==> src/rtl/dual_issue_ctrl_pkg.sv <==
// Shared definitions for the dual-issue controller: state encoding,
// the hardwired-zero register index and default widths.
package dual_issue_ctrl_pkg;

  typedef enum logic {
    ISSUE = 1'b0,
    SPLIT = 1'b1
  } issue_state_e;

  localparam int REG_ZERO = 0;

  localparam int DEF_PW = 32;
  localparam int DEF_RW = 5;
  localparam int DEF_CW = 16;

endpackage

==> src/rtl/dual_issue_ctrl_if.sv <==
// Decode-to-execute bundle for the dual-issue controller.
// The master drives the decode slots and execute status; the slave issues.
interface dual_issue_ctrl_if
  import dual_issue_ctrl_pkg::*;
#(
  parameter int PW = DEF_PW,
  parameter int RW = DEF_RW,
  parameter int CW = DEF_CW
);

  logic          ds1_valid;
  logic [PW-1:0] ds1_payload;
  logic [RW-1:0] ds1_rd;
  logic          ds1_we;
  logic          ds1_mem;

  logic          ds2_valid;
  logic [PW-1:0] ds2_payload;
  logic [RW-1:0] ds2_rs;
  logic [RW-1:0] ds2_rt;
  logic          ds2_rt_used;
  logic [RW-1:0] ds2_rd;
  logic          ds2_we;
  logic          ds2_mem;

  logic          i_es_stall;
  logic          i_flush;

  logic          es1_o_ce;
  logic          es2_o_ce;
  logic [PW-1:0] es1_payload;
  logic [PW-1:0] es2_payload;
  logic          o_ds_stall;
  logic [CW-1:0] o_split_cnt;

  modport master (
    output ds1_valid, ds1_payload, ds1_rd, ds1_we, ds1_mem,
    output ds2_valid, ds2_payload, ds2_rs, ds2_rt, ds2_rt_used,
    output ds2_rd, ds2_we, ds2_mem,
    output i_es_stall, i_flush,
    input  es1_o_ce, es2_o_ce, es1_payload, es2_payload,
    input  o_ds_stall, o_split_cnt
  );

  modport slave (
    input  ds1_valid, ds1_payload, ds1_rd, ds1_we, ds1_mem,
    input  ds2_valid, ds2_payload, ds2_rs, ds2_rt, ds2_rt_used,
    input  ds2_rd, ds2_we, ds2_mem,
    input  i_es_stall, i_flush,
    output es1_o_ce, es2_o_ce, es1_payload, es2_payload,
    output o_ds_stall, o_split_cnt
  );

endinterface

==> src/rtl/dual_issue_ctrl_hazard.sv <==
// Intra-pair hazard detection between decode slot 1 and slot 2.
// Purely combinational so forwarding logic can reuse the individual terms.
module dual_issue_hazard
  import dual_issue_ctrl_pkg::*;
#(
  parameter int RW = DEF_RW
) (
  input  logic          ds1_valid,
  input  logic [RW-1:0] ds1_rd,
  input  logic          ds1_we,
  input  logic          ds1_mem,
  input  logic          ds2_valid,
  input  logic [RW-1:0] ds2_rs,
  input  logic [RW-1:0] ds2_rt,
  input  logic          ds2_rt_used,
  input  logic [RW-1:0] ds2_rd,
  input  logic          ds2_we,
  input  logic          ds2_mem,
  output logic          raw,
  output logic          waw,
  output logic          structural,
  output logic          conflict
);

  localparam logic [RW-1:0] R0 = RW'(REG_ZERO);

  // Writes to r0 are discarded, so they can never create a dependency.
  logic ds1_writes;
  assign ds1_writes = ds1_we && (ds1_rd != R0);

  assign raw        = ds1_writes &&
                      ((ds1_rd == ds2_rs) || (ds2_rt_used && (ds1_rd == ds2_rt)));
  assign waw        = ds1_writes && ds2_we && (ds1_rd == ds2_rd);
  assign structural = ds1_mem && ds2_mem;
  assign conflict   = ds1_valid && ds2_valid && (raw || waw || structural);

endmodule

==> src/rtl/dual_issue_ctrl.sv <==
// Issue controller: maps decode slots onto execute lanes and splits
// conflicting pairs over two cycles while holding decode.
module dual_issue_ctrl
  import dual_issue_ctrl_pkg::*;
#(
  parameter int PW = DEF_PW,
  parameter int RW = DEF_RW,
  parameter int CW = DEF_CW
) (
  input  logic             i_clk,
  input  logic             i_rst,
  dual_issue_ctrl_if.slave bus
);

  issue_state_e  state;
  logic [PW-1:0] hold;
  logic          es1_ce;
  logic          es2_ce;
  logic [PW-1:0] es1_pl;
  logic [PW-1:0] es2_pl;
  logic [CW-1:0] split_cnt;

  logic hz_raw;
  logic hz_waw;
  logic hz_struct;
  logic hz_conflict;

  dual_issue_hazard #(.RW(RW)) u_hazard (
    .ds1_valid   (bus.ds1_valid),
    .ds1_rd      (bus.ds1_rd),
    .ds1_we      (bus.ds1_we),
    .ds1_mem     (bus.ds1_mem),
    .ds2_valid   (bus.ds2_valid),
    .ds2_rs      (bus.ds2_rs),
    .ds2_rt      (bus.ds2_rt),
    .ds2_rt_used (bus.ds2_rt_used),
    .ds2_rd      (bus.ds2_rd),
    .ds2_we      (bus.ds2_we),
    .ds2_mem     (bus.ds2_mem),
    .raw         (hz_raw),
    .waw         (hz_waw),
    .structural  (hz_struct),
    .conflict    (hz_conflict)
  );

  always_ff @(posedge i_clk or posedge i_rst) begin
    if (i_rst) begin
      state     <= ISSUE;
      hold      <= '0;
      es1_ce    <= 1'b0;
      es2_ce    <= 1'b0;
      es1_pl    <= '0;
      es2_pl    <= '0;
      split_cnt <= '0;
    end else if (bus.i_flush) begin
      // A half-issued split pair is dropped; the counter keeps its history.
      state  <= ISSUE;
      hold   <= '0;
      es1_ce <= 1'b0;
      es2_ce <= 1'b0;
      es1_pl <= '0;
      es2_pl <= '0;
    end else if (!bus.i_es_stall) begin
      case (state)
        ISSUE: begin
          if (hz_conflict) begin
            es1_ce <= 1'b1;
            es1_pl <= bus.ds1_payload;
            es2_ce <= 1'b0;
            es2_pl <= '0;
            hold   <= bus.ds2_payload;
            if (split_cnt != {CW{1'b1}}) split_cnt <= split_cnt + CW'(1);
            state  <= SPLIT;
          end else begin
            es1_ce <= bus.ds1_valid;
            es2_ce <= bus.ds2_valid;
            es1_pl <= bus.ds1_valid ? bus.ds1_payload : '0;
            es2_pl <= bus.ds2_valid ? bus.ds2_payload : '0;
          end
        end
        SPLIT: begin
          // Second half of a split pair; decode is held so its inputs are ignored.
          es1_ce <= 1'b0;
          es1_pl <= '0;
          es2_ce <= 1'b1;
          es2_pl <= hold;
          hold   <= '0;
          state  <= ISSUE;
        end
        default: state <= ISSUE;
      endcase
    end
  end

  assign bus.es1_o_ce    = es1_ce;
  assign bus.es2_o_ce    = es2_ce;
  assign bus.es1_payload = es1_pl;
  assign bus.es2_payload = es2_pl;
  assign bus.o_split_cnt = split_cnt;
  assign bus.o_ds_stall  = !i_rst && ((state == SPLIT) || bus.i_es_stall);

  a_conflict_cause : assert property (
    @(posedge i_clk) disable iff (i_rst) hz_conflict |-> (hz_raw || hz_waw || hz_struct)
  );

endmodule

==> src/flat_wrapper.sv <==
// flat-port wrapper written by rule: the top's interface ports become plain ports
module dual_issue_ctrl_flat import dual_issue_ctrl_pkg::*;
#(
  parameter int PW = DEF_PW,
  parameter int RW = DEF_RW,
  parameter int CW = DEF_CW
)
  (i_clk, i_rst, bus_ds1_valid, bus_ds1_payload, bus_ds1_rd, bus_ds1_we, bus_ds1_mem, bus_ds2_valid, bus_ds2_payload, bus_ds2_rs, bus_ds2_rt, bus_ds2_rt_used, bus_ds2_rd, bus_ds2_we, bus_ds2_mem, bus_i_es_stall, bus_i_flush, bus_es1_o_ce, bus_es2_o_ce, bus_es1_payload, bus_es2_payload, bus_o_ds_stall, bus_o_split_cnt);
  dual_issue_ctrl_if #(.PW(PW), .RW(RW), .CW(CW)) bus_i ();
  input  logic i_clk;
  input  logic i_rst;
  input wire logic [$bits(bus_i.ds1_valid)-1:0] bus_ds1_valid;
  input wire logic [$bits(bus_i.ds1_payload)-1:0] bus_ds1_payload;
  input wire logic [$bits(bus_i.ds1_rd)-1:0] bus_ds1_rd;
  input wire logic [$bits(bus_i.ds1_we)-1:0] bus_ds1_we;
  input wire logic [$bits(bus_i.ds1_mem)-1:0] bus_ds1_mem;
  input wire logic [$bits(bus_i.ds2_valid)-1:0] bus_ds2_valid;
  input wire logic [$bits(bus_i.ds2_payload)-1:0] bus_ds2_payload;
  input wire logic [$bits(bus_i.ds2_rs)-1:0] bus_ds2_rs;
  input wire logic [$bits(bus_i.ds2_rt)-1:0] bus_ds2_rt;
  input wire logic [$bits(bus_i.ds2_rt_used)-1:0] bus_ds2_rt_used;
  input wire logic [$bits(bus_i.ds2_rd)-1:0] bus_ds2_rd;
  input wire logic [$bits(bus_i.ds2_we)-1:0] bus_ds2_we;
  input wire logic [$bits(bus_i.ds2_mem)-1:0] bus_ds2_mem;
  input wire logic [$bits(bus_i.i_es_stall)-1:0] bus_i_es_stall;
  input wire logic [$bits(bus_i.i_flush)-1:0] bus_i_flush;
  output wire logic [$bits(bus_i.es1_o_ce)-1:0] bus_es1_o_ce;
  output wire logic [$bits(bus_i.es2_o_ce)-1:0] bus_es2_o_ce;
  output wire logic [$bits(bus_i.es1_payload)-1:0] bus_es1_payload;
  output wire logic [$bits(bus_i.es2_payload)-1:0] bus_es2_payload;
  output wire logic [$bits(bus_i.o_ds_stall)-1:0] bus_o_ds_stall;
  output wire logic [$bits(bus_i.o_split_cnt)-1:0] bus_o_split_cnt;
  assign bus_i.ds1_valid = bus_ds1_valid;
  assign bus_i.ds1_payload = bus_ds1_payload;
  assign bus_i.ds1_rd = bus_ds1_rd;
  assign bus_i.ds1_we = bus_ds1_we;
  assign bus_i.ds1_mem = bus_ds1_mem;
  assign bus_i.ds2_valid = bus_ds2_valid;
  assign bus_i.ds2_payload = bus_ds2_payload;
  assign bus_i.ds2_rs = bus_ds2_rs;
  assign bus_i.ds2_rt = bus_ds2_rt;
  assign bus_i.ds2_rt_used = bus_ds2_rt_used;
  assign bus_i.ds2_rd = bus_ds2_rd;
  assign bus_i.ds2_we = bus_ds2_we;
  assign bus_i.ds2_mem = bus_ds2_mem;
  assign bus_i.i_es_stall = bus_i_es_stall;
  assign bus_i.i_flush = bus_i_flush;
  assign bus_es1_o_ce = bus_i.es1_o_ce;
  assign bus_es2_o_ce = bus_i.es2_o_ce;
  assign bus_es1_payload = bus_i.es1_payload;
  assign bus_es2_payload = bus_i.es2_payload;
  assign bus_o_ds_stall = bus_i.o_ds_stall;
  assign bus_o_split_cnt = bus_i.o_split_cnt;
  dual_issue_ctrl #(.PW(PW), .RW(RW), .CW(CW)) u_core (.i_clk(i_clk), .i_rst(i_rst), .bus(bus_i));
endmodule
==> config.mk <==
export PLATFORM = sky130hd
export DESIGN_NAME = dual_issue_ctrl_flat
export DESIGN_NICKNAME = d
export VERILOG_FILES = /design/src/rtl/dual_issue_ctrl_pkg.sv /design/src/rtl/dual_issue_ctrl_if.sv /design/src/rtl/dual_issue_ctrl_hazard.sv /design/src/rtl/dual_issue_ctrl.sv /design/src/flat_wrapper.sv
export SDC_FILE = /design/constraint.sdc
export NUM_CORES = 1
export LEC_CHECK = 0
export ABC_AREA = 1
export BUFFER_PORTS_ARGS = -buffer_cell sky130_fd_sc_hd__buf_2
export CAP_MARGIN = 20
export CELL_PAD_IN_SITES_DETAIL_PLACEMENT = 0
export CELL_PAD_IN_SITES_GLOBAL_PLACEMENT = 2
export CORE_AREA = 2 2 111 220
export CTS_CLUSTER_SIZE = 14
export DETAILED_ROUTE_END_ITERATION = 6
export DIE_AREA = 0 0 113 222
export HOLD_SLACK_MARGIN = 0.15
export MAX_ROUTING_LAYER = met4
export PLACE_DENSITY_LB_ADDON = 0.1
export SLEW_MARGIN = 20
export SYNTH_ARGS = -nofsm -noshare
export SYNTH_HDL_FRONTEND = slang
export SYNTH_SLANG_ARGS = --single-unit
==> constraint.sdc <==
create_clock -name i_clk -period 3.3 [get_ports i_clk]
set_input_delay 0.495 -clock i_clk [delete_from_list [all_inputs] [get_ports i_clk]]
set_output_delay 0.495 -clock i_clk [all_outputs]
set_load 0.05 [all_outputs]
==> flow_summary.ini <==
[status]
outcome = complete, but fails checks
violations = DRC

[detailed_routing]
drc_errors = 12
final_antenna_net_count = 0
first_iter_violations = 170
wirelength_mm = 18.89
wl_per_cell_um = 15.32
firstDrtPassIters = 6
vias = 5228
via_per_inst = 4.240

[global_routing]
grt_max_degree = 65
grt_busiest_layer = met2
grt.total_usage_pct = 16.11
grt_antenna_before_repair = 1
grt_first_pass_wirelength_mm = 29.98
met3_usage_pct = 4.893
grt-ovfl-total = 0
grt_pass1_vias = 5457
grt_use_met1_pct = 16.82
gr-usage-met2_pct = 28.53

[yosys]
yosysMostFrequentCell = nand2_1
async_flop_share_pct = 100.0
synth_top_area_share_pct = 50.24
ys_top_cells_by_count = nand2_1, dfrtp_1, inv_1, nand3_1, o21ai_0
synth_top_cell_by_area = dfrtp_1
synth_ff_type = dfrtp_1
synthesis.nets = 865
synth-edff-count = 0
syn_avg_cell_area_um2 = 7.449
ys_ff_latch = 115
netlist_area_um2 = 5728
synth_cell_types = 29
yosysWarnings = 0
ys_seq_area_share_pct = 50.24
netlist_top_cells_area = dfrtp_1, nand2_1, nand3_1
synth_cells = 769

[power_and_ir_drop]
combPwrFrac_pct = 18.6
p_seq_share_pct = 38.6
switching_share_pct = 31.49
leakagePower_nw = 4.427
pwr-share-clk_pct = 42.8
cellInternalPower_mw = 2.855
switchingPower_mw = 1.312
vdd_ir_drop_max_mv = 0.3693
power_density_nw_per_um2 = 561.7

[cts]
worstSkewPairLatency_ns = 0.43
cts_tree = built
cts_sinks = 115
post_cts_buffers = 0
h-tree-depth = 4
path_clk_slew_ns = 0.06
cts_buffer_depth = 2
hold_buffers = 0
root_buffer = clkbuf_16
cts_resized = 0
cts_buffers = 17

[placement]
numPortBuffers = 177
place_congestion = 0.7440
preCtsSetupSlack_ns = 0.7210
hpwl_mm = 13.45

[setup_path]
cp.arrival_ns = 2.74
r2r_cells = 5
crit_slowest_cell = dfrtp_1
critPathMostFrequentCell = nand2_1
critPathCaptureType = register
critPathMaxStageDelay_ns = 0.72
rrSetupSlack_ns = 0.87
critPathLaunchType = register
startpoint = u_core.state$_DFFE_PP0P_
setup.worst_path.class = register to register
required_ns = 3.62
worstPathCellList = clkinv_1 > nand3_4 > nand2_4 > nand2_1 > nand2_1
cp_max_fo = 33
r2r-start = u_core.state$_DFFE_PP0P_

[die]
die_h_um = 222
fp.dieW_um = 113
initial_core_util_pct = 24.55
ios = 178
coreArea_um2 = 23330
placementRows = 79
die_area_um2 = 25090

[timing]
finalHoldViolCount = 0
finalMaxSlewViolations = 0
tns_ns = 0
fin_crit_ns = 2.426
fin_ws_ns = 0.8742
finalCritPeriodShare_pct = 73.51
worstMarginPinSlew_ns = 0.7727
setup_viol = 0
max_freq_mhz = 412.2
grt_setup_unrepaired = no
skew_ns = 0.009595
relSlewSlack_pct = 48.38

[finish]
drive_gt1_share_pct = 24.03
area_delta_synth_final_pct = 29.51
nets = 1035

[min_path]
hp-class = input port to async pin

[run]
drv.max_cap_violation_count = 0
==> cells in the final DEF (no fill, tap or decap), types with 2 or more instances in the layout <==
master and instances:
nor2_1 18, buf_12 2, clkbuf_16 17, nand2_1 345
o21ai_0 41, buf_4 6, nor4_1 2, buf_2 177
xnor2_1 3, clkbuf_8 6, nand2_2 2, nand3_1 74
nor3_1 7, inv_1 95, clkinv_2 4, nor2_2 2
xor2_1 11, inv_2 4, nand2_4 2, nand4_1 3
dfrtp_1 115, nand3_4 2
==> power groups by stage <==
stage	Sequential (mW)	Clock [mW]	Combinational, mW
after CTS	1.61	1.85	0.796
after floorplan	1.87	0	0.297
after global routing	1.63	1.91	0.855
after global placement	1.63	0	0.795
after detailed placement	1.63	0	0.793
final	1.61	1.78	0.775
==> metal layers <==
| layer | part of all wire [%] | up-vias | wire length (um) |
|---|---|---|---|
| li1 | - | 2683 | - |
| met1 | 38 | 2389 | 7237 |
| met2 | 54 | 140 | 10190 |
| met3 | 6.0 | 16 | 1131 |
| met4 | 1.7 | 0 | 327 |
| met5 | 0 | - | 0 |
==> through the flow <==
step	util [%]	hold slack [ns]	total power, mW	instances	area, um^2
2_1_floorplan	-	0.4417	2.170	769	5732
3_3_place_gp	29.38	0.4529	2.426	1203	6854
3_5_place_dp	29.38	0.4585	2.426	1203	6854
4_1_cts	31.79	0.2076	4.255	1232	7416
5_1_grt	31.80	0.2354	4.387	1233	7418
6_report	31.80	0.2020	4.167	1233	7418
==> layout make-up <==
| class | count | area [um^2] |
|---|---|---|
| Multi-Input combinational cell | 519 | 2268 |
| Inverter | 101 | 382.9 |
| Sequential cell | 115 | 2878 |
| Timing Repair Buffer | 185 | 970.9 |
| Antenna cell | 1 | 2.502 |
| Clock inverter | 5 | 50.05 |
| Clock buffer | 24 | 511.7 |
| Tap cell | 283 | 354.1 |
| Fill cell | 2616 | 15910 |
==> sequential cells by signal, indices dropped and copies added (netlist names) <==
signal / count
u_core.bus.es2_payload: 32
u_core.bus.es1_o_ce: 1
u_core.state: 1
u_core.bus.es1_payload: 32
u_core.bus.es2_o_ce: 1
u_core.bus.o_split_cnt: 16
u_core.hold: 32
==> path summary, 6_finish.rpt <==
kind	end
min reg2reg	u_core.hold[12]$_DFFE_PP0P_
min	u_core.bus.es2_payload[5]$_DFFE_PP0P_
max reg2reg	u_core.hold[10]$_DFFE_PP0P_
max	u_core.hold[10]$_DFFE_PP0P_
min in group i_clk	u_core.bus.es1_payload[3]$_DFFE_PP0P_
max in group asynchronous	u_core.hold[6]$_DFFE_PP0P_
==> worst max-delay path, delay by kind of cell (launching register included) <==
kind,cells,cell delay [ns]
and+or+nand+nor,4,1.07
buffers and inverters,1,0.51
DFF,1,0.72
==> kinds of logic after synthesis <==
kind of cell | Yosys count | synth area share [%]
XOR/XNOR | 14 | 2.141
adder cells (fa/ha/maj) | 1 | 0.2184
flip-flops | 115 | 50.24
AO/OA/AOI/OAI | 44 | 3.888
buffers and inverters | 135 | 10.29
AND/OR/NAND/NOR | 460 | 33.22
No activity file was read; power rests on OpenSTA's default activity.
